--- src/rtl/piezo_sched_pkg.sv ---
// Shared types, widths and helpers for the piezo slot scheduler.
package piezo_sched_pkg;

  localparam int IDX_W         = 6;
  localparam int HP_W          = 16;
  localparam int TALLY_W       = 17;
  localparam int NUM_PIEZO_DEF = 61;
  localparam int CNT_W_DEF     = 24;
  localparam int TIME_W_DEF    = 32;

  typedef enum logic [2:0] {
    ST_IDLE  = 3'd0,
    ST_SEEK  = 3'd1,
    ST_BURST = 3'd2,
    ST_GAP   = 3'd3,
    ST_DONE  = 3'd4
  } state_t;

  function automatic logic [31:0] max1(input logic [31:0] x);
    return (x == 32'd0) ? 32'd1 : x;
  endfunction

endpackage

--- src/rtl/piezo_slot_scheduler_if.sv ---
// Config, time and emitter-drive signals between the scheduler and its system.
interface piezo_slot_scheduler_if
  import piezo_sched_pkg::*;
#(
  parameter int NUM_PIEZO = NUM_PIEZO_DEF,
  parameter int CNT_W     = CNT_W_DEF,
  parameter int TIME_W    = TIME_W_DEF
);
  logic                 trigger_in;
  logic                 abort;
  logic [NUM_PIEZO-1:0] enable_mask;
  logic [HP_W-1:0]      half_period;
  logic [HP_W-1:0]      burst_cycles;
  logic [CNT_W-1:0]     gap_cycles;
  logic [TIME_W-1:0]    time_now;
  logic [NUM_PIEZO-1:0] piezo_out;
  logic                 piezo_enable;
  logic [2:0]           status;
  logic                 busy;
  logic [IDX_W-1:0]     slot_index;
  logic [TIME_W-1:0]    slot_time;
  logic                 slot_valid;
  logic                 done;
  logic                 missed_trigger;

  modport master (
    output trigger_in, abort, enable_mask, half_period, burst_cycles, gap_cycles, time_now,
    input  piezo_out, piezo_enable, status, busy, slot_index, slot_time, slot_valid, done,
           missed_trigger
  );

  modport slave (
    input  trigger_in, abort, enable_mask, half_period, burst_cycles, gap_cycles, time_now,
    output piezo_out, piezo_enable, status, busy, slot_index, slot_time, slot_valid, done,
           missed_trigger
  );
endinterface

--- src/rtl/piezo_slot_scheduler_trig_sync_edge.sv ---
// Two-flop synchroniser for an asynchronous trigger plus a registered rising-edge pulse.
module trig_sync_edge (
  input  logic clk,
  input  logic reset,
  input  logic async_i,
  output logic edge_o
);
  logic meta_q, sync_q, prev_q, edge_q;

  always_ff @(posedge clk) begin
    if (reset) begin
      meta_q <= 1'b0;
      sync_q <= 1'b0;
      prev_q <= 1'b0;
      edge_q <= 1'b0;
    end else begin
      meta_q <= async_i;
      sync_q <= meta_q;
      prev_q <= sync_q;
      edge_q <= sync_q & ~prev_q;
    end
  end

  assign edge_o = edge_q;
endmodule

--- src/rtl/piezo_slot_scheduler.sv ---
// Fires each enabled piezo emitter in turn with a square-wave burst and silent gap,
// timestamping every slot start from the PTP time bus.
module piezo_slot_scheduler
  import piezo_sched_pkg::*;
#(
  parameter int NUM_PIEZO = NUM_PIEZO_DEF,
  parameter int CNT_W     = CNT_W_DEF,
  parameter int TIME_W    = TIME_W_DEF
)(
  input logic clk,
  input logic reset,
  piezo_slot_scheduler_if.slave bus
);
  // One extra index bit so the scan can reach NUM_PIEZO (up to 64).
  localparam int IW = IDX_W + 1;

  logic                 trig_edge;
  state_t               state_q, state_d;
  logic [IW-1:0]        idx_q, idx_d;
  logic [NUM_PIEZO-1:0] mask_q, mask_d;
  logic [HP_W-1:0]      hp_q, hp_d, bc_q, bc_d, hp_cnt_q, hp_cnt_d;
  logic [TALLY_W-1:0]   tally_q, tally_d;
  logic [CNT_W-1:0]     gap_q, gap_d, gap_cnt_q, gap_cnt_d;
  logic                 phase_q, phase_d;
  logic [IDX_W-1:0]     sidx_q, sidx_d;
  logic [TIME_W-1:0]    stime_q, stime_d;
  logic                 sv_q, sv_d, done_q, done_d, miss_q, miss_d;
  logic [NUM_PIEZO-1:0] sel_oh;
  logic                 sel_en, hp_end, burst_end, gap_end;

  trig_sync_edge u_trig (
    .clk     (clk),
    .reset   (reset),
    .async_i (bus.trigger_in),
    .edge_o  (trig_edge)
  );

  assign sel_oh    = NUM_PIEZO'(1) << idx_q;
  assign sel_en    = |(mask_q & sel_oh);
  assign hp_end    = (32'(hp_cnt_q) == max1(32'(hp_q)) - 32'd1);
  assign burst_end = hp_end && (32'(tally_q) + 32'd1 == (max1(32'(bc_q)) << 1));
  assign gap_end   = (32'(gap_cnt_q) == max1(32'(gap_q)) - 32'd1);

  always_comb begin
    state_d   = state_q;
    idx_d     = idx_q;
    mask_d    = mask_q;
    hp_d      = hp_q;
    bc_d      = bc_q;
    gap_d     = gap_q;
    hp_cnt_d  = hp_cnt_q;
    tally_d   = tally_q;
    gap_cnt_d = gap_cnt_q;
    phase_d   = phase_q;
    sidx_d    = sidx_q;
    stime_d   = stime_q;
    sv_d      = 1'b0;
    done_d    = 1'b0;
    miss_d    = trig_edge && (state_q != ST_IDLE);

    case (state_q)
      ST_IDLE: begin
        if (trig_edge) begin
          mask_d  = bus.enable_mask;
          hp_d    = bus.half_period;
          bc_d    = bus.burst_cycles;
          gap_d   = bus.gap_cycles;
          idx_d   = '0;
          state_d = ST_SEEK;
        end
      end
      ST_SEEK: begin
        if (idx_q == IW'(NUM_PIEZO)) begin
          state_d = ST_DONE;
          done_d  = 1'b1;
        end else if (sel_en) begin
          state_d  = ST_BURST;
          phase_d  = 1'b1;
          hp_cnt_d = '0;
          tally_d  = '0;
          sv_d     = 1'b1;
          sidx_d   = idx_q[IDX_W-1:0];
          stime_d  = bus.time_now;
        end else begin
          idx_d = idx_q + IW'(1);
        end
      end
      ST_BURST: begin
        if (hp_end) begin
          hp_cnt_d = '0;
          phase_d  = ~phase_q;
          tally_d  = tally_q + TALLY_W'(1);
          if (burst_end) begin
            state_d   = ST_GAP;
            gap_cnt_d = '0;
            phase_d   = 1'b0;
          end
        end else begin
          hp_cnt_d = hp_cnt_q + HP_W'(1);
        end
      end
      ST_GAP: begin
        if (gap_end) begin
          state_d = ST_SEEK;
          idx_d   = idx_q + IW'(1);
        end else begin
          gap_cnt_d = gap_cnt_q + CNT_W'(1);
        end
      end
      ST_DONE: begin
        state_d = ST_IDLE;
        idx_d   = '0;
      end
      default: state_d = ST_IDLE;
    endcase

    // Abort wins over everything, including a trigger arriving in the same cycle.
    if (bus.abort) begin
      state_d   = ST_IDLE;
      idx_d     = '0;
      hp_cnt_d  = '0;
      tally_d   = '0;
      gap_cnt_d = '0;
      phase_d   = 1'b0;
      sv_d      = 1'b0;
      done_d    = 1'b0;
    end
  end

  always_ff @(posedge clk) begin
    if (reset) begin
      state_q   <= ST_IDLE;
      idx_q     <= '0;
      mask_q    <= '0;
      hp_q      <= '0;
      bc_q      <= '0;
      gap_q     <= '0;
      hp_cnt_q  <= '0;
      tally_q   <= '0;
      gap_cnt_q <= '0;
      phase_q   <= 1'b0;
      sidx_q    <= '0;
      stime_q   <= '0;
      sv_q      <= 1'b0;
      done_q    <= 1'b0;
      miss_q    <= 1'b0;
    end else begin
      state_q   <= state_d;
      idx_q     <= idx_d;
      mask_q    <= mask_d;
      hp_q      <= hp_d;
      bc_q      <= bc_d;
      gap_q     <= gap_d;
      hp_cnt_q  <= hp_cnt_d;
      tally_q   <= tally_d;
      gap_cnt_q <= gap_cnt_d;
      phase_q   <= phase_d;
      sidx_q    <= sidx_d;
      stime_q   <= stime_d;
      sv_q      <= sv_d;
      done_q    <= done_d;
      miss_q    <= miss_d;
    end
  end

  assign bus.piezo_out      = (state_q == ST_BURST && phase_q) ? sel_oh : '0;
  assign bus.piezo_enable   = (state_q != ST_IDLE);
  assign bus.busy           = (state_q != ST_IDLE);
  assign bus.status         = state_q;
  assign bus.slot_index     = sidx_q;
  assign bus.slot_time      = stime_q;
  assign bus.slot_valid     = sv_q;
  assign bus.done           = done_q;
  assign bus.missed_trigger = miss_q;
endmodule

--- src/flat_wrapper.sv ---
// flat-port wrapper written by rule: the top's interface ports become plain ports
module piezo_slot_scheduler_flat import piezo_sched_pkg::*;
#(
  parameter int NUM_PIEZO = NUM_PIEZO_DEF,
  parameter int CNT_W     = CNT_W_DEF,
  parameter int TIME_W    = TIME_W_DEF
)
  (clk, reset, bus_trigger_in, bus_abort, bus_enable_mask, bus_half_period, bus_burst_cycles, bus_gap_cycles, bus_time_now, bus_piezo_out, bus_piezo_enable, bus_status, bus_busy, bus_slot_index, bus_slot_time, bus_slot_valid, bus_done, bus_missed_trigger);
  piezo_slot_scheduler_if #(.NUM_PIEZO(NUM_PIEZO), .CNT_W(CNT_W), .TIME_W(TIME_W)) bus_i ();
  input logic clk;
  input logic reset;
  input wire logic [$bits(bus_i.trigger_in)-1:0] bus_trigger_in;
  input wire logic [$bits(bus_i.abort)-1:0] bus_abort;
  input wire logic [$bits(bus_i.enable_mask)-1:0] bus_enable_mask;
  input wire logic [$bits(bus_i.half_period)-1:0] bus_half_period;
  input wire logic [$bits(bus_i.burst_cycles)-1:0] bus_burst_cycles;
  input wire logic [$bits(bus_i.gap_cycles)-1:0] bus_gap_cycles;
  input wire logic [$bits(bus_i.time_now)-1:0] bus_time_now;
  output wire logic [$bits(bus_i.piezo_out)-1:0] bus_piezo_out;
  output wire logic [$bits(bus_i.piezo_enable)-1:0] bus_piezo_enable;
  output wire logic [$bits(bus_i.status)-1:0] bus_status;
  output wire logic [$bits(bus_i.busy)-1:0] bus_busy;
  output wire logic [$bits(bus_i.slot_index)-1:0] bus_slot_index;
  output wire logic [$bits(bus_i.slot_time)-1:0] bus_slot_time;
  output wire logic [$bits(bus_i.slot_valid)-1:0] bus_slot_valid;
  output wire logic [$bits(bus_i.done)-1:0] bus_done;
  output wire logic [$bits(bus_i.missed_trigger)-1:0] bus_missed_trigger;
  assign bus_i.trigger_in = bus_trigger_in;
  assign bus_i.abort = bus_abort;
  assign bus_i.enable_mask = bus_enable_mask;
  assign bus_i.half_period = bus_half_period;
  assign bus_i.burst_cycles = bus_burst_cycles;
  assign bus_i.gap_cycles = bus_gap_cycles;
  assign bus_i.time_now = bus_time_now;
  assign bus_piezo_out = bus_i.piezo_out;
  assign bus_piezo_enable = bus_i.piezo_enable;
  assign bus_status = bus_i.status;
  assign bus_busy = bus_i.busy;
  assign bus_slot_index = bus_i.slot_index;
  assign bus_slot_time = bus_i.slot_time;
  assign bus_slot_valid = bus_i.slot_valid;
  assign bus_done = bus_i.done;
  assign bus_missed_trigger = bus_i.missed_trigger;
  piezo_slot_scheduler #(.NUM_PIEZO(NUM_PIEZO), .CNT_W(CNT_W), .TIME_W(TIME_W)) u_core (.clk(clk), .reset(reset), .bus(bus_i));
endmodule
--- config.mk ---
export PLATFORM = sky130hd
export DESIGN_NAME = piezo_slot_scheduler_flat
export DESIGN_NICKNAME = d
export VERILOG_FILES = /design/src/rtl/piezo_sched_pkg.sv /design/src/rtl/piezo_slot_scheduler_if.sv /design/src/rtl/piezo_slot_scheduler_trig_sync_edge.sv /design/src/rtl/piezo_slot_scheduler.sv /design/src/flat_wrapper.sv
export SDC_FILE = /design/constraint.sdc
export NUM_CORES = 1
export LEC_CHECK = 0
export ABC_AREA = 1
export CAP_MARGIN = 5
export CORE_ASPECT_RATIO = 1.25
export CORE_MARGIN = 5
export CORE_UTILIZATION = 31
export CTS_CLUSTER_DIAMETER = 120
export DETAILED_ROUTE_END_ITERATION = 16
export PLACE_DENSITY = 0.6
export SYNTH_ARGS = -nofsm -noshare
export SYNTH_HDL_FRONTEND = slang
export SYNTH_SLANG_ARGS = --single-unit
--- constraint.sdc ---
create_clock -name clk -period 6.8 [get_ports clk]
set_clock_uncertainty 0.05 [all_clocks]
set_input_delay 0.68 -clock clk [delete_from_list [all_inputs] [get_ports clk]]
set_output_delay 0.68 -clock clk [all_outputs]
set_load 0.02 [all_outputs]
Yosys cells after proc, flatten, opt, wreduce, memory -nomap -nowiden
Cells that the tools add are included.
- add/subtract/negate cells: 7
- equality and inequality tests: 17
- shift operators: 1
- multiplexer cells: 35
- bitwise operators: 6
- reductions and logical operators: 22
- operator list (cell ; count):
    two-way mux 24 bit ; 4
    two-way mux 16 bit ; 5
    subtractor 32 x 1 -> 32 bit (second input constant) ; 2
    AND 61 bit ; 1
    two-way mux 61 bit ; 1
    OR reduction 61 bit ; 1
    left shift 1 x 7 -> 61 bit (first input constant) ; 1
    two-way mux 17 bit ; 3
    one-hot mux 24 bit (2 select lines) ; 1
    one-hot mux 17 bit (2 select lines) ; 1
    == test 16 x 32 -> 1 bit ; 1
    == test 24 x 32 -> 1 bit ; 1
    == test 32 bit ; 1
    logical NOT 16 bit ; 2
    one-hot mux 16 bit (2 select lines) ; 1
    two-way mux 7 bit ; 4
    one-hot mux 7 bit (4 select lines) ; 1
    adder 24 x 1 -> 24 bit (second input constant) ; 1
    logical NOT 24 bit ; 1
    adder 17 x 1 -> 18 bit (second input constant) ; 1
    two-way mux 3 bit ; 6
    adder 17 x 1 -> 17 bit (second input constant) ; 1
    adder 16 x 1 -> 16 bit (second input constant) ; 1
    one-hot mux 3 bit (4 select lines) ; 1
    other kinds (24) ; 45
- register bits after elaboration: 230
- bits of input ports: 153
- output and inout bits: 107
- word-level logic and storage cells: 107

Logic depth before layout (Yosys ltp)
Gate-level depths: netlist of run 1.
- depth in word-level cells: 8
- mapped depth: 25
- mapped depth without buffers: 24

Modules after synthesis
Synthesis of run 1 repeated with hierarchy kept, for this count alone.
- cells, all modules: 1985
- area total of the unflattened synthesis: 13120.1 um^2
- by module, submodules not included (module ; instances ; cells each ; area an instance (um^2) ; sequential area each (um^2)):
    piezo_slot_scheduler ; 1 ; 1973 ; 13005.0 ; 4524.3
    trig_sync_edge ; 1 ; 12 ; 115.1 ; 80.1

Worst setup path before layout of run 1
No wires, ideal clock.
- path kind: flip-flop to flip-flop
- start point: register u_core.hp_q[5]
- end point: register u_core.gap_cnt_q[17]
- library setup time: 132 ps
- arrival time: 2794 ps
- data required time: 6618 ps
- setup slack: 3823 ps
- stages on the path, launching flop included: 24
- buffers on the path: 1
- period minus slack after synthesis: 2977 ps
- cell sequence: dfxtp_1 nor2_1 nand2_1 nor2_1 nand4_1 nor2_1 nand2_1 nor3_1 ha_1 a21oi_1 nand3_1 nor2_1 nand2_1 inv_1 nand2_1 nor2_1 nand3_1 nor3_1 nand3_1 nor2_1 nand3_4 buf_2 nand3_1 a21oi_1
- longest elaborated chain between the ends: 7
- elaborated cells between the ends (all ways): 8
- those cells by class: add/sub: 1; eq/ne: 3; mux: 1; reduce/logical: 3
- RTL lines (what ; line ; source):
    start: declaration ; piezo_slot_scheduler.sv:21 ; logic [HP_W-1:0] hp_q, hp_d, bc_q, bc_d, hp_cnt_q, hp_cnt_d;
    start signal: assignment ; piezo_slot_scheduler.sv:151 ; hp_q <= hp_d;
    logical NOT 16 bit ; piezo_sched_pkg.sv:20 ; return (x == 32'd0) ? 32'd1 : x;
    two-way mux 16 bit (*) ; piezo_sched_pkg.sv:20 ;
    subtractor 32 x 1 -> 32 bit (*) ; piezo_slot_scheduler.sv:40 ; assign hp_end = (32'(hp_cnt_q) == max1(32'(hp_q)) - 32'd1);
    == test 16 x 32 -> 1 bit (*) ; piezo_slot_scheduler.sv:40 ;
    logical AND 1 bit ; piezo_slot_scheduler.sv:41 ; assign burst_end = hp_end && (32'(tally_q) + 32'd1 == (max1(32'(bc_q)) << 1));
    != test 2 x 1 -> 1 bit (no line) ; - ;
    AND reduction 4 bit (no line) (*) ; - ;
    end signal: assignment ; piezo_slot_scheduler.sv:156 ; gap_cnt_q <= gap_cnt_d;
    end: declaration ; piezo_slot_scheduler.sv:23 ; logic [CNT_W-1:0] gap_q, gap_d, gap_cnt_q, gap_cnt_d;
Every way passes the cells marked *; elsewhere a longest branch is shown, timed or not.
A chain may end at the register's enable or synchronous reset.

Final worst setup path of run 1
- start point: register u_core.idx_q[4]
- end point: output port bus_piezo_out[60]
- longest elaborated chain between the ends: 2
- RTL lines (what ; line ; source):
    start: declaration ; piezo_slot_scheduler.sv:19 ; logic [IW-1:0] idx_q, idx_d;
    start signal: assignment ; piezo_slot_scheduler.sv:149 ; idx_q <= idx_d;
    left shift 1 x 7 -> 61 bit ; piezo_slot_scheduler.sv:38 ; assign sel_oh = NUM_PIEZO'(1) << idx_q;
    two-way mux 61 bit ; piezo_slot_scheduler.sv:166 ; assign bus.piezo_out = (state_q == ST_BURST && phase_q) ? sel_oh : '0;
    end: declaration ; flat_wrapper.sv:19 ; output wire logic [$bits(bus_i.piezo_out)-1:0] bus_piezo_out;
Every way passes these cells.

==> results of run 1 <==
## logic make-up after synthesis
family                   count (synthesis)
flip-flops                             230
buffers and inverters                  299
XOR/XNOR                                69
adder cells (fa/ha/maj)                 12
AND/OR/NAND/NOR                       1096
AO/OA/AOI/OAI                          303
## how the worst min path moves through the flow
| stage | from | end | slack (ns) | cells after the start |
|---|---|---|---|---|
| after detailed placement | u_core.u_trig.prev_q$_SDFF_PP0_ | u_core.u_trig.edge_o$_SDFF_PP0_ | 0.34 | 1 |
| after floorplan | u_core.u_trig.prev_q$_SDFF_PP0_ | u_core.u_trig.edge_o$_SDFF_PP0_ | 0.32 | 1 |
| after global routing | u_core.u_trig.prev_q$_SDFF_PP0_ | u_core.u_trig.edge_o$_SDFF_PP0_ | 0.38 | 1 |
| final | u_core.u_trig.prev_q$_SDFF_PP0_ | u_core.u_trig.edge_o$_SDFF_PP0_ | 0.35 | 1 |
| after CTS | u_core.u_trig.prev_q$_SDFF_PP0_ | u_core.u_trig.edge_o$_SDFF_PP0_ | 0.35 | 1 |
| after global placement | u_core.u_trig.prev_q$_SDFF_PP0_ | u_core.u_trig.edge_o$_SDFF_PP0_ | 0.33 | 1 |
## per-layer routing
layer  vias up  wire length (µm)  GRT usage [%]
met5         -                 7              0
met4         2              1408          6.415
met3        79              2812          3.965
met2       380             23200          34.17
met1      6452             19300          22.48
li1       7040                 -              -
## sequential cells by signal, indices dropped and copies added (netlist names)
name / count
u_core.bc_q: 16
u_core.bus.done: 1
u_core.bus.missed_trigger: 1
u_core.bus.slot_index: 6
u_core.bus.slot_time: 32
u_core.bus.slot_valid: 1
u_core.bus.status: 3
u_core.gap_cnt_q: 24
u_core.gap_q: 24
u_core.hp_cnt_q: 16
u_core.hp_q: 16
u_core.idx_q: 7
u_core.mask_q: 61
u_core.phase_q: 1
u_core.tally_q: 17
u_core.u_trig.edge_o: 1
u_core.u_trig.meta_q: 1
u_core.u_trig.prev_q: 1
u_core.u_trig.sync_q: 1
## layout by cell type, fill, tap and decap left out, types with 3 or more instances in the layout
cell type        synthesis  final
a21oi_1                174    174
a22oi_2                 10     10
buf_4                    6      9
bufinv_16                0      5
clkbuf_1                76      6
clkbuf_16                0     26
clkbuf_8                 0      3
clkdlybuf4s50_1          0    258
clkinv_2                 0      3
clkinvlp_4               0      3
dfxtp_1                230    229
ha_1                    12     12
inv_1                  178    177
inv_2                   16     17
nand2_1                368    366
nand2_2                  6      7
nand2_4                  6      7
nand3_1                256    256
nand3_2                  7      7
nand3b_1                 8      8
nand4_1                 44     44
nor2_1                 267    266
nor2_2                   9      9
nor2_4                   3      4
nor3_1                  78     78
nor3_2                   3      3
nor3b_1                  4      4
nor4_1                  27     27
o21ai_0                 98     98
o21ai_1                  3      3
o22ai_1                  3      3
or2_2                    4      4
xnor2_1                 11     11
xor2_1                  56     56
## synth_stat cells, types with 2 or more instances
| cell type | n |
|---|---|
| o21ai_0 | 98 |
| buf_1 | 5 |
| nor2_4 | 3 |
| dfxtp_1 | 230 |
| nand3_4 | 2 |
| nor3b_1 | 4 |
| xor2_1 | 56 |
| o21ai_1 | 3 |
| nor2_2 | 9 |
| a21oi_2 | 2 |
| a21oi_1 | 174 |
| and3_1 | 2 |
| o22ai_1 | 3 |
| ha_1 | 12 |
| buf_4 | 6 |
| buf_2 | 10 |
| nand2_2 | 6 |
| nor4_1 | 27 |
| nand3_2 | 7 |
| nand2_1 | 368 |
| nand2_4 | 6 |
| nor3_1 | 78 |
| clkbuf_1 | 76 |
| a22oi_1 | 2 |
| nand3_1 | 256 |
| o211ai_1 | 2 |
| nand3b_1 | 8 |
| nor2_1 | 267 |
| clkinv_1 | 2 |
| a22oi_2 | 10 |
| inv_1 | 178 |
| a31oi_1 | 2 |
| inv_2 | 16 |
| nand4_1 | 44 |
| xnor2_1 | 11 |
| or2_2 | 4 |
| nor3_2 | 3 |
| buf_6 | 6 |
## report_power, final
group / total, mW / internal (mW) / switching (mW) / leakage, nW
combinational: 0.518 / 0.219 / 0.299 / 3.96
sequential: 1.39 / 1.37 / 0.0177 / 1.86
clock: 1.53 / 0.927 / 0.601 / 0.439
## cell type report
type | count | area (µm²) | share of cell area [%]
repair buffers | 268 | 2655 | 15.59
multi-input cells | 1480 | 7412 | 43.53
inverters | 196 | 735.7 | 4.320
diodes | 1 | 2.502 | 0.01470
clock buffers | 35 | 714.4 | 4.195
flip-flops and latches | 230 | 4606 | 27.05
well taps | 559 | 699.4 | 4.107
clock inverters | 12 | 203.9 | 1.198
## worst register-to-register path, delay by kind of cell (launching register included)
kind                   cells  cell delay [ns]
buffers and inverters      3             1.76
AND/OR/NAND/NOR            8             1.77
AO/OA/AOI/OAI              2             0.44
flip-flops                 1             0.31
==> results.toml, run 1 <==
[die]
die_area_um2 = 46840
core-area_um2 = 42150
pin_count = 260
die_x_um = 194.6
num_rows = 84
start_util_pct = 31.32
die_h_um = 240.7

[sta]
post-route-period-util_pct = 69.67
worst_slew_pin_slew_ns = 1.196
hold_violations = 0
setup_slack_ns = 2.063
setup_violations = 0
max_slew_margin_pct = 19.96
min_period_ns = 4.737
fin_tns_setup_ns = 0
timing.hold.ws_ns = 0.3459
final_max_slew_viol_count = 0
fmax_mhz = 211.1
grt_setup_unrepaired = "false"

[synthesis]
synth_edf_count = 0
synth_top_area_cell = "dfxtp_1"
syn_nets = 2174
ys_seq_area_share_pct = 34.88
synth_compound_area_share_pct = 12.43
synth_top_area_share_pct = 34.88
synth_seq_cells = 230
syn_area_per_cell_um2 = 6.571
synth_xor_xnor_area_share_pct = 4.739
synth_cells = 2009
synth-main-ff-cell = "dfxtp_1"
synth_cell_types = 49
async_reset_ff_share_pct = 0
ys_warn_count = 0
syn_area_um2 = 13200
synthSimpleGateAreaFrac_pct = 37.71
synth-adder-area-share_pct = 1.137
synth_top_family_by_area = "simple AND/OR/NAND/NOR gates"
synthMuxAreaShare_pct = 0
synth_area_leaders = "dfxtp_1 (35%), nand2_1 (10%), nand3_1 (9.7%)"

[cts]
cts-root-buf = "clkbuf_16"
htreeDepth = 1
cts_made_buffers = 26
hold_buffers = 0
clk_latency_ns = 0.55
clkSlewWorstSetupHoldPaths_ns = 0.07
cts_max_path_buffers = 3
cts_tree = "yes"
ctsResizeCount = 0
cts.sinks = 230
cts_setup_buffers = 0

[hold_path]
hold_class = "flop to flop"

[worst_setup_path]
crit_fanout = 36
crit_required_ns = 6.07
path_depth = 6
reg2reg_to = "u_core.bus.slot_index[3]$_SDFFE_PP0P_"
crit_chain = "buf_4, nand2_1, nor2_1, clkinv_1, nor4_1, clkdlybuf4s50_1"
worst_path_max_delay_cell = "clkinv_1"
path_buf_inv = 3
crit_path_start_kind = "flop"
critPathCaptureType = "primary output"
worstPathArrival_ns = 4.01
regToRegStartpoint = "u_core.idx_q[4]$_SDFFE_PP0P_"
slowest_delay_ns = 0.74
worst-r2r-setup-slack_ns = 2.40
crit_family = "buffers and inverters"
crit_start = "u_core.idx_q[4]$_SDFFE_PP0P_"
ff2ff_path_depth = 13
endpoint = "bus_piezo_out[60]"
crit_type = "flop to primary output"

[power_and_ir_drop]
total_power_mw = 3.433
p_per_area_nw_per_um2 = 201.6
p_leak_nw = 6.260
ir_worst_vdd_uv = 143.1

[layout]
fillerInstances = 4455
finalInstanceArea_um2 = 17030
final_cells = 2781
post-route-util_pct = 40.40
drive_gt1_share_pct = 5.763
final_nets = 2367
area_delta_synth_final_pct = 28.99

[drt]
drt-wirelength-per-cell_um = 16.80
vias = 13953
drtIter0Drc = 789
drc_errors = 0
first_pass_iters = 5
ant_nets = 0
vias_per_cell = 5.017
drt_wl_total_um = 46730

[place]
io_buffers = 259
dp_hpwl_um = 34860
placed_cells = 2733
place_ws_ns = 2.386
post_dp_cell_area_um2 = 16110
gp_congestion = 0.9470

[grt]
antenna_found_initial = 1
track_usage_pct = 18.95
grt_first_pass_wirelength_um = 73280
grt_overflow_total = 0
grt_pass1_vias = 13734
grt_max_degree = 99

[run_status]
status = "complete, no violations"

[run]
maxCapViolations = 0
(Power assumes the default switching activity.)
==> run 2, diff against run 1 <==
PLACE_DENSITY = 0.61   (was 0.6)
clock period = 3.9 ns   (was 6.8 ns; I/O delays follow)
==> results.toml, run 2 (synthesis gave the netlist of run 1 again) <==
[worst_setup_path]
crit_fanout = 10
crit_chain = "nor2_1, nand2_1, nor2_4, nand3_4, nand4_1, nor2_2, nand2_1, nor3_1, ha_1, a21oi_1, nand3_1, nor2_1, nand2_1, inv_1, nand2_1, nor2_1, nand3_1, nor3_1, nand3_1, nor2_4, nand3_4, buf_4, nand3_1, a21oi_1"
crit_required_ns = 4.26
worst_path_max_delay_cell = "dfxtp_1"
crit_path_start_kind = "flop"
crit_type = "flop to flop"
ff2ff_path_depth = 24
worstPathArrival_ns = 3.95
slowest_delay_ns = 0.41
critPathCaptureType = "flop"

[drt]
first_pass_iters = 5
ant_nets = 0
drt-wirelength-per-cell_um = 16.95
drc_errors = 0
vias = 14143
drt_wl_total_um = 47620
vias_per_cell = 5.033
drtIter0Drc = 982

[layout]
largest-register = "u_core.mask_q"
post-route-util_pct = 41.11
drive_gt1_share_pct = 7.597
area_delta_synth_final_pct = 31.24
final_common_cell = "nand2_1"
largest_reg_flops = 61
final_nets = 2396
layout_common_cells = "nand2_1 (365), nor2_1 (259), clkdlybuf4s50_1 (258)"
antenna_cells = 0

[cts]
hold_buffers = 0
cts_max_path_buffers = 3
htreeDepth = 1
cts-root-buf = "clkbuf_16"
cts_made_buffers = 27
cts_tree = "yes"
clkSlewWorstSetupHoldPaths_ns = 0.06
cts.sinks = 230
clk_latency_ns = 0.56

[run]
maxCapViolations = 0

[sta]
setup_violations = 0
min_period_ns = 3.591
post-route-period-util_pct = 92.08
fin_tns_setup_ns = 0
hold_violations = 0
max_slew_margin_pct = 37.58
fmax_mhz = 278.5
worst_slew_pin_slew_ns = 0.9331
final_max_slew_viol_count = 0

[place]
dp_hpwl_um = 35280
gp_congestion = 0.9752
io_buffers = 259

[die]
start_util_pct = 31.32
core-area_um2 = 42150
num_rows = 84
pin_count = 260
die_h_um = 240.7
die_area_um2 = 46840
die_x_um = 194.6

[grt]
track_usage_pct = 19.25
grt_pass1_vias = 13846
grt_first_pass_wirelength_um = 74200
grt_max_degree = 101
grt_overflow_total = 0
antenna_found_initial = 2

[power_and_ir_drop]
p_per_area_nw_per_um2 = 347.5
ir_worst_vdd_uv = 240.4
total_power_mw = 6.021
p_leak_nw = 6.414

[hold_path]
min_path_cells = 2
hold_class = "input pin to flop"

[run_status]
status = "complete, no violations"
[run 2: changes by cell type in the layout (fill, tap and decap cells not counted), sizes merged]
cell and delta:
bufinv -1, buf +25, inv +1, clkinvlp -2
nand3 +1, clkinv +2, nand2 +2, diode -1
clkbuf +2
[run 2: final timing paths]
kind	to	start	slack, ns
setup / recovery	u_core.gap_cnt_q[6]$_SDFFE_PP0P_	u_core.hp_q[7]$_SDFFE_PP0P_	0.31
hold / removal	u_core.gap_q[12]$_SDFFE_PP0P_	reset	0.18
setup reg to reg	u_core.gap_cnt_q[6]$_SDFFE_PP0P_	u_core.hp_q[7]$_SDFFE_PP0P_	0.31
hold reg to reg	u_core.u_trig.edge_o$_SDFF_PP0_	u_core.u_trig.prev_q$_SDFF_PP0_	0.33
[run 2: through the flow]
stage          hold WS (ns)  setup slack, ns  std cells  cell area [µm²]
2_1_floorplan        0.3228           0.9233       2009            13200
3_3_place_gp         0.3265           0.2264       2754            16280
3_5_place_dp         0.3301           0.1631       2754            16280
4_1_cts              0.1563           0.1394       2803            17200
5_1_grt              0.1782         -0.02147       2810            17330
6_report             0.1798           0.3091       2810            17330
[run 2: power breakdown]
part           total (mW)  switching [mW]  internal (mW)
clock network        2.67            1.06           1.61
registers            2.42          0.0321           2.39
logic               0.926           0.535          0.391
[run 2: per-layer routing]
metal | GRT usage [%] | vias to the layer above | wire, µm
li1 | - | 7099 | -
met1 | 23.19 | 6530 | 19620
met2 | 33.54 | 400 | 23130
met3 | 3.937 | 110 | 2880
met4 | 8.142 | 4 | 1960
met5 | 0 | - | 27
[run 2: worst max-delay path, delay by kind of cell, from the launching register on]
kind | cells | cell delay, ns
compound gates | 2 | 0.21
flops | 1 | 0.41
buf+inv | 2 | 0.28
simple gates | 19 | 2.19
fa+ha+maj | 1 | 0.28
[run 2: layout make-up]
| class | instances | area, µm² |
|---|---|---|
| Tap cell | 559 | 699.4 |
| Timing Repair Buffer | 293 | 2855 |
| Sequential cell | 230 | 4611 |
| Multi-Input combinational cell | 1483 | 7501 |
| Clock buffer | 37 | 753.2 |
| Clock inverter | 12 | 170.2 |
| Inverter | 196 | 735.7 |
| Fill cell | 4349 | 24820 |
[run 2: repair_timing]
item,CTS,global route
endpoints found under the setup margin,0,78
buffers inserted,0,4
resized for setup,0,17
